### config.mk
export PLATFORM = sky130hd
export DESIGN_NAME = hazard_forward_unit
export DESIGN_NICKNAME = d
export VERILOG_FILES = /design/src/rtl/hazard_forward_unit.sv
export SDC_FILE = /design/constraint.sdc
export NUM_CORES = 1
export LEC_CHECK = 0
export CORE_MARGIN = 2
export CORE_UTILIZATION = 30
export DETAILED_ROUTE_END_ITERATION = 16
export DONT_BUFFER_PORTS = 1
export GPL_ROUTABILITY_DRIVEN = 1
export SLEW_MARGIN = 0
export SYNTH_ARGS = -nofsm -noshare
export SYNTH_HDL_FRONTEND = slang
export SYNTH_SLANG_ARGS = --single-unit
### constraint.sdc
create_clock -name clk -period 3.1 [get_ports clk]
set_clock_uncertainty 0.1 [all_clocks]
set_input_delay 0.62 -clock clk [delete_from_list [all_inputs] [get_ports clk]]
set_output_delay 0.62 -clock clk [all_outputs]
set_load 0.02 [all_outputs]
### src/rtl/hazard_forward_unit.sv
// Hazard/forwarding control beside ID/EXE: operand forward selects, load-use stall, branch flush.
// Define HAZARD_FORWARDING_EN for forwarding; otherwise selects are 0 and RAW hazards stall.
module hazard_forward_unit #(
    parameter int unsigned REG_AW = 5,
    parameter int unsigned CNT_W  = 16
) (
    input  logic              clk,
    input  logic              rst_n,
    input  logic              id_valid,
    input  logic [REG_AW-1:0] id_src1,
    input  logic [REG_AW-1:0] id_src2,
    input  logic [REG_AW-1:0] id_src_st,
    input  logic              id_use_src1,
    input  logic              id_use_src2,
    input  logic              id_use_st,
    input  logic [REG_AW-1:0] id_dest,
    input  logic              id_wb_en,
    input  logic              id_mem_r_en,
    input  logic              br_taken,
    output logic [1:0]        val1_fwd,
    output logic [1:0]        val2_fwd,
    output logic [1:0]        src2_val_fwd,
    output logic              stall,
    output logic              flush,
    output logic [CNT_W-1:0]  stall_count,
    output logic [CNT_W-1:0]  flush_count
);

    typedef struct packed {
        logic              valid;
        logic [REG_AW-1:0] src1;
        logic [REG_AW-1:0] src2;
        logic [REG_AW-1:0] src_st;
        logic              use1;
        logic              use2;
        logic              use_st;
        logic [REG_AW-1:0] dest;
        logic              wb_en;
        logic              mem_r_en;
    } slot_t;

    // Later slots only need their write-back identity.
    typedef struct packed {
        logic              valid;
        logic [REG_AW-1:0] dest;
        logic              wb_en;
    } wr_t;

    slot_t exe_q;
    slot_t id_slot;
    wr_t   mem_q;

    function automatic wr_t to_wr(input slot_t s);
        return '{valid: s.valid, dest: s.dest, wb_en: s.wb_en};
    endfunction

    function automatic logic writes(input wr_t w, input logic [REG_AW-1:0] r);
        return w.valid & w.wb_en & (w.dest == r) & (r != '0);
    endfunction

    function automatic logic writes_used(input wr_t w, input slot_t c);
        return (c.use1 & writes(w, c.src1)) | (c.use2 & writes(w, c.src2)) |
               (c.use_st & writes(w, c.src_st));
    endfunction

    assign id_slot = '{valid: id_valid, src1: id_src1, src2: id_src2, src_st: id_src_st,
                       use1: id_use_src1, use2: id_use_src2, use_st: id_use_st,
                       dest: id_dest, wb_en: id_wb_en, mem_r_en: id_mem_r_en};

    assign flush = br_taken & rst_n;

`ifdef HAZARD_FORWARDING_EN
    wr_t wb_q;

    function automatic logic [1:0] fwd_sel(input logic en, input logic [REG_AW-1:0] r,
                                           input wr_t mem, input wr_t wb);
        if (en && writes(mem, r)) return 2'd1;
        if (en && writes(wb, r))  return 2'd2;
        return 2'd0;
    endfunction

    assign val1_fwd     = fwd_sel(exe_q.valid & exe_q.use1, exe_q.src1, mem_q, wb_q);
    assign val2_fwd     = fwd_sel(exe_q.valid & exe_q.use2, exe_q.src2, mem_q, wb_q);
    assign src2_val_fwd = fwd_sel(exe_q.valid & exe_q.use_st, exe_q.src_st, mem_q, wb_q);

    // Only a load in EXE cannot be forwarded in time.
    assign stall = id_valid & exe_q.mem_r_en & writes_used(to_wr(exe_q), id_slot) & ~br_taken;

    always_ff @(posedge clk or negedge rst_n) begin
        if (!rst_n) begin
            wb_q <= '0;
        end else begin
            wb_q <= mem_q;
        end
    end
`else
    assign val1_fwd     = 2'd0;
    assign val2_fwd     = 2'd0;
    assign src2_val_fwd = 2'd0;

    // WB is covered by write-before-read; EXE and MEM results must drain first.
    assign stall = id_valid & (writes_used(to_wr(exe_q), id_slot) | writes_used(mem_q, id_slot))
                   & ~br_taken;

    logic unused_exe;
    assign unused_exe = ^{exe_q.src1, exe_q.src2, exe_q.src_st, exe_q.use1, exe_q.use2,
                          exe_q.use_st, exe_q.mem_r_en};
`endif

    always_ff @(posedge clk or negedge rst_n) begin
        if (!rst_n) begin
            exe_q <= '0;
            mem_q <= '0;
        end else begin
            exe_q <= (id_valid && !stall && !flush) ? id_slot : '0;
            mem_q <= to_wr(exe_q);
        end
    end

    always_ff @(posedge clk or negedge rst_n) begin
        if (!rst_n) begin
            stall_count <= '0;
            flush_count <= '0;
        end else begin
            if (stall && (stall_count != '1)) stall_count <= stall_count + 1'b1;
            if (flush && (flush_count != '1)) flush_count <= flush_count + 1'b1;
        end
    end

endmodule
Yosys cells after proc, flatten, opt, wreduce, memory -nomap -nowiden --
Cells that the tools add are included.
Word-level totals: logic and storage cells 57, input port bits 29, bits in registers 46, output and inout port bits 40
Operators by class: bitwise operators 29, eq/ne operators 8, $add $sub $neg 2, multiplexer cells 1, reductions and logical operators 9
Operators with widths (number):
- adder 16 x 1 -> 16 bit, second input constant | 2
- inequality test 16 bit, second input constant | 2
- == test 5 bit | 6
- 2-to-1 mux 26 bit | 1
- bitwise AND 1 bit | 23
- nonzero test 5 bit | 3
- OR 1 bit | 5
- logical AND 1 bit | 4
- zero test 1 bit | 2
- inverter 1 bit | 1

Depth between registers and ports, before layout --
depth in word-level cells 13, gate-level depth with buffers 8, gate-level depth less buffers 7

Least setup slack after synthesis --
OpenSTA, ideal clock, no wires.
path kind input-to-output, start input port id_src1[1], end output port stall, data arrival time 1.953 ns, setup slack 0.427 ns, required time 2.380 ns, stages 6, cells stage by stage or4_1 > o21ai_0 > nor4_1 > o31ai_1 > and2_2 > inv_1
On the way: longest elaborated chain between the ends 9, elaborated cells between the ends (all ways) 16, those cells by class eq/ne: 2; bitwise: 13; reduce/logical: 1
RTL lines:
- start, declared | line 10 | input logic [REG_AW-1:0] id_src1,
- == test 5 bit | line 58 | return w.valid & w.wb_en & (w.dest == r) & (r != '0);
- bitwise AND 1 bit (2 in a row) | line 58
- bitwise AND 1 bit | line 62 | return (c.use1 & writes(w, c.src1)) | (c.use2 & writes(w, c.src2)) |
- OR 1 bit (2 in a row) | line 62
- OR 1 bit * | line 102 | assign stall = id_valid & (writes_used(to_wr(exe_q), id_slot) | writes_used(mem_q, id_slot))
- bitwise AND 1 bit * | line 102
- bitwise AND 1 bit * | line 103 | & ~br_taken;
- end, declared | line 23 | output logic stall,
Every way passes the cells marked *; elsewhere a longest branch is shown, timed or not.

Worst setup path in the final report --
start input port id_src_st[1], end output port stall
On the way: longest elaborated chain between the ends 8, elaborated cells between the ends (all ways) 14, those cells by class eq/ne: 2; bitwise: 11; reduce/logical: 1
RTL lines:
- start, declared | line 12 | input logic [REG_AW-1:0] id_src_st,
- == test 5 bit | line 58
- bitwise AND 1 bit (2 in a row) | line 58
- bitwise AND 1 bit | line 63 | (c.use_st & writes(w, c.src_st));
- OR 1 bit | line 62
- OR 1 bit * | line 102
- bitwise AND 1 bit * | line 102
- bitwise AND 1 bit * | line 103
Marks and branches as above.

==> impl_metrics.ini <==
[global_routing]
overflow = 0
grt_max_degree = 47
grt_usage_pct = 11.55
grt_pass1_vias = 1588
antenna_found_initial = 1
grt_pass1_wl_um = 7610

[run_status]
status = finished clean

[worst_setup_path]
cp_max_fo = 3
crit-reg2reg-launch = exe_q[3]
r2r_cells = 6
cp-end-kind = output port
critPathLaunchType = input pin
worstSetupPathType = in -> out
cp.arrival_ns = 2.19
worstPathRequired_ns = 2.38
r2r-end = stall_count[1]
rrSetupSlack_ns = 0.31

[timing]
setup-violations-final = 0
max_freq_mhz = 343.7
finalCritPeriodShare_pct = 93.86
rsz0062_at_grt = false
finalHoldViolCount = 0
fin_crit_ns = 2.910
tightest_slew_ns = 1.127
maxSlewHeadroom_pct = 24.60
finalSetupTns_ns = 0
drv_slew = 0

[logic_synthesis]
synth-simple-area-share_pct = 19.30
synth_area_um2 = 2288
yosysSeqAreaShare_pct = 50.30
synthTopCellsByArea = dfrtp_1 (50%), xnor2_1 (16%), xor2_1 (6.5%)
syn_avg_cell_area_um2 = 10.69
synthAdderAreaFrac_pct = 1.093
ys_warn_count = 0
ys_ff_latch = 46
synth_cell_type_count = 24
synth_top_family_by_area = XOR/XNOR gates
synthCells = 214
synth_compound_gate_area_share_pct = 1.968
synth_top_area_share_pct = 50.30
yosysTopAreaCell = dfrtp_1
synth_xor_area_share_pct = 22.58
synth_mux_area_share_pct = 1.476

[finish]
seq_area_um2 = 1151
final_common_cell = dfrtp_1
mostFrequentLayoutCells = dfrtp_1 (46), xnor2_1 (42), nand2_1 (20), nand3_1 (18), xor2_1 (17)
syn_to_final_growth_pct = 10.06
multi_input_area_um2 = 1085
nets = 251
num-fill-cells = 740
drive_above_1_share_pct = 5.882

[floorplanning]
start_util_pct = 31.22
rows = 31
die_w_um = 91.34
core_area_um2 = 7331
dieArea_um2 = 8343
die_h_um = 91.34
io_pins = 69

[clock_network]
cts_max_path_buffers = 2
clk_pin_slew_ns = 0.09
h-tree-depth = 2
numCtsBuffers = 5
clkLatencyLatePin_ns = 0.29
cts_setup_buffers = 0
cts_tree = done
numClockSinks = 46
clockRootBuffer = clkbuf_8
cts_resized = 0

[routing]
wire_per_inst_um = 14.47
drc = 0
viasPerCell = 4.542
wirelength_um = 4646
dr.first_iter.drc_count = 56
vias = 1458
firstDrtPassIters = 3
drtAntennaViolNets = 0

[pwr]
swShare_pct = 27.80
power_frac_comb_pct = 9.9
pwr-share-clk_pct = 32.7
ir_worst_vdd_mv = 0.2329
p_seq_share_pct = 57.4
p_leak_nw = 1.076
power_switching_mw = 0.3677
p_per_area_nw_per_um2 = 525.1
p_total_mw = 1.323
p_int_mw = 0.9549

[placed_design]
post-dp-hpwl_um = 3522
numPortBuffers = 0
gp_congestion = 0.8338

[hold_path]
holdCritPathClass = in -> async

[flow_run]
maxCapViolCount = 0
[state kept, by name, indices dropped and copies added, names as in the netlist]
| signal | cells |
|---|---|
| exe_q | 7 |
| mem_q | 7 |
| flush_count | 16 |
| stall_count | 16 |
[worst max-delay path: stages]
cell     delay (ns)
or4_1          0.49
o21ai_0        0.27
nor4_1         0.11
o31ai_1        0.35
and2_2         0.23
inv_1          0.12
[power by group through the flow]
stage | Combinational, mW | Clock, mW | Sequential, mW
after floorplan | 0.109 | 0 | 0.753
after global placement | 0.111 | 0 | 0.769
after detailed placement | 0.118 | 0 | 0.773
after CTS | 0.134 | 0.457 | 0.761
after global routing | 0.150 | 0.478 | 0.768
final | 0.131 | 0.433 | 0.759
[kinds of logic (layout without fill, tap and decap cells)]
kind of cell,Yosys count,count (layout)
AO/OA/AOI/OAI,6,6
XOR/XNOR,59,59
adder cells (fa/ha/maj),2,2
buffers and inverters,11,13
flip-flops,46,46
multiplexers,3,3
other,1,7
AND/OR/NAND/NOR,86,86
[stage by stage]
| step | setup slack [ns] | hold slack (ns) | util, % | area [um2] | instances |
|---|---|---|---|---|---|
| after detailed placement | 0.1509 | 0.2258 | 32.45 | 2379 | 311 |
| after floorplan | 0.4270 | 0.2244 | - | 2307 | 219 |
| final | 0.1904 | 0.05883 | 34.36 | 2519 | 321 |
| after CTS | 0.1363 | 0.05773 | 34.32 | 2516 | 320 |
| after global placement | 0.1877 | 0.2260 | 32.45 | 2379 | 311 |
| after global routing | 0.03377 | 0.04990 | 34.36 | 2519 | 321 |
[area by class of cell]
type	instances	share of cell area [%]
diodes	1	0.09935
clock buffers	6	2.881
clock inverters	2	1.490
inverters	3	0.4471
multi-input cells	162	43.07
flip-flops and latches	46	45.70
well taps	99	4.918
repair buffers	2	1.391
[worst max-delay path by stage]
| stage | start | to | slack (ns) |
|---|---|---|---|
| finish | id_src_st[1] | stall | 0.19 |
| global route | id_src1[1] | stall | 0.03 |
| CTS | id_src_st[1] | stall | 0.14 |
| detailed placement | id_src_st[1] | stall | 0.15 |
| global placement | id_src1[1] | stall | 0.19 |
| floorplan | id_src1[1] | stall | 0.43 |
[synthesized netlist by cell type]
cell and instances:
nand2_1 20, nor2b_1 1, and3_1 8, xor2_1 17
inv_1 3, ha_1 2, o41a_1 1, nand4_1 9
nand3_1 18, and2_2 1, or4_1 3, nand2b_1 1
mux2_2 3, nor2_1 9, and2_1 6, a2bb2oi_1 1
o31ai_1 2, o21ai_0 2, buf_4 8, nor4_1 5
dfrtp_1 46, conb_1 1, xnor2_1 42, nor3_1 5
[routing by layer]
layer / global-route usage [%] / share of wire (%) / up-vias
met2: 18.40 / 45 / 51
met5: 0 / 0 / -
met3: 5.311 / 8.7 / 7
li1: - / - / 730
met1: 13.75 / 45 / 670
met4: 4.040 / 1.6 / 0
[what timing repair did]
action	in CTS	in global routing
endpoints found under the setup margin	0	1
hold buffers	1	0
hold endpoints to repair	46	0
No activity file was read; power rests on OpenSTA's default activity.
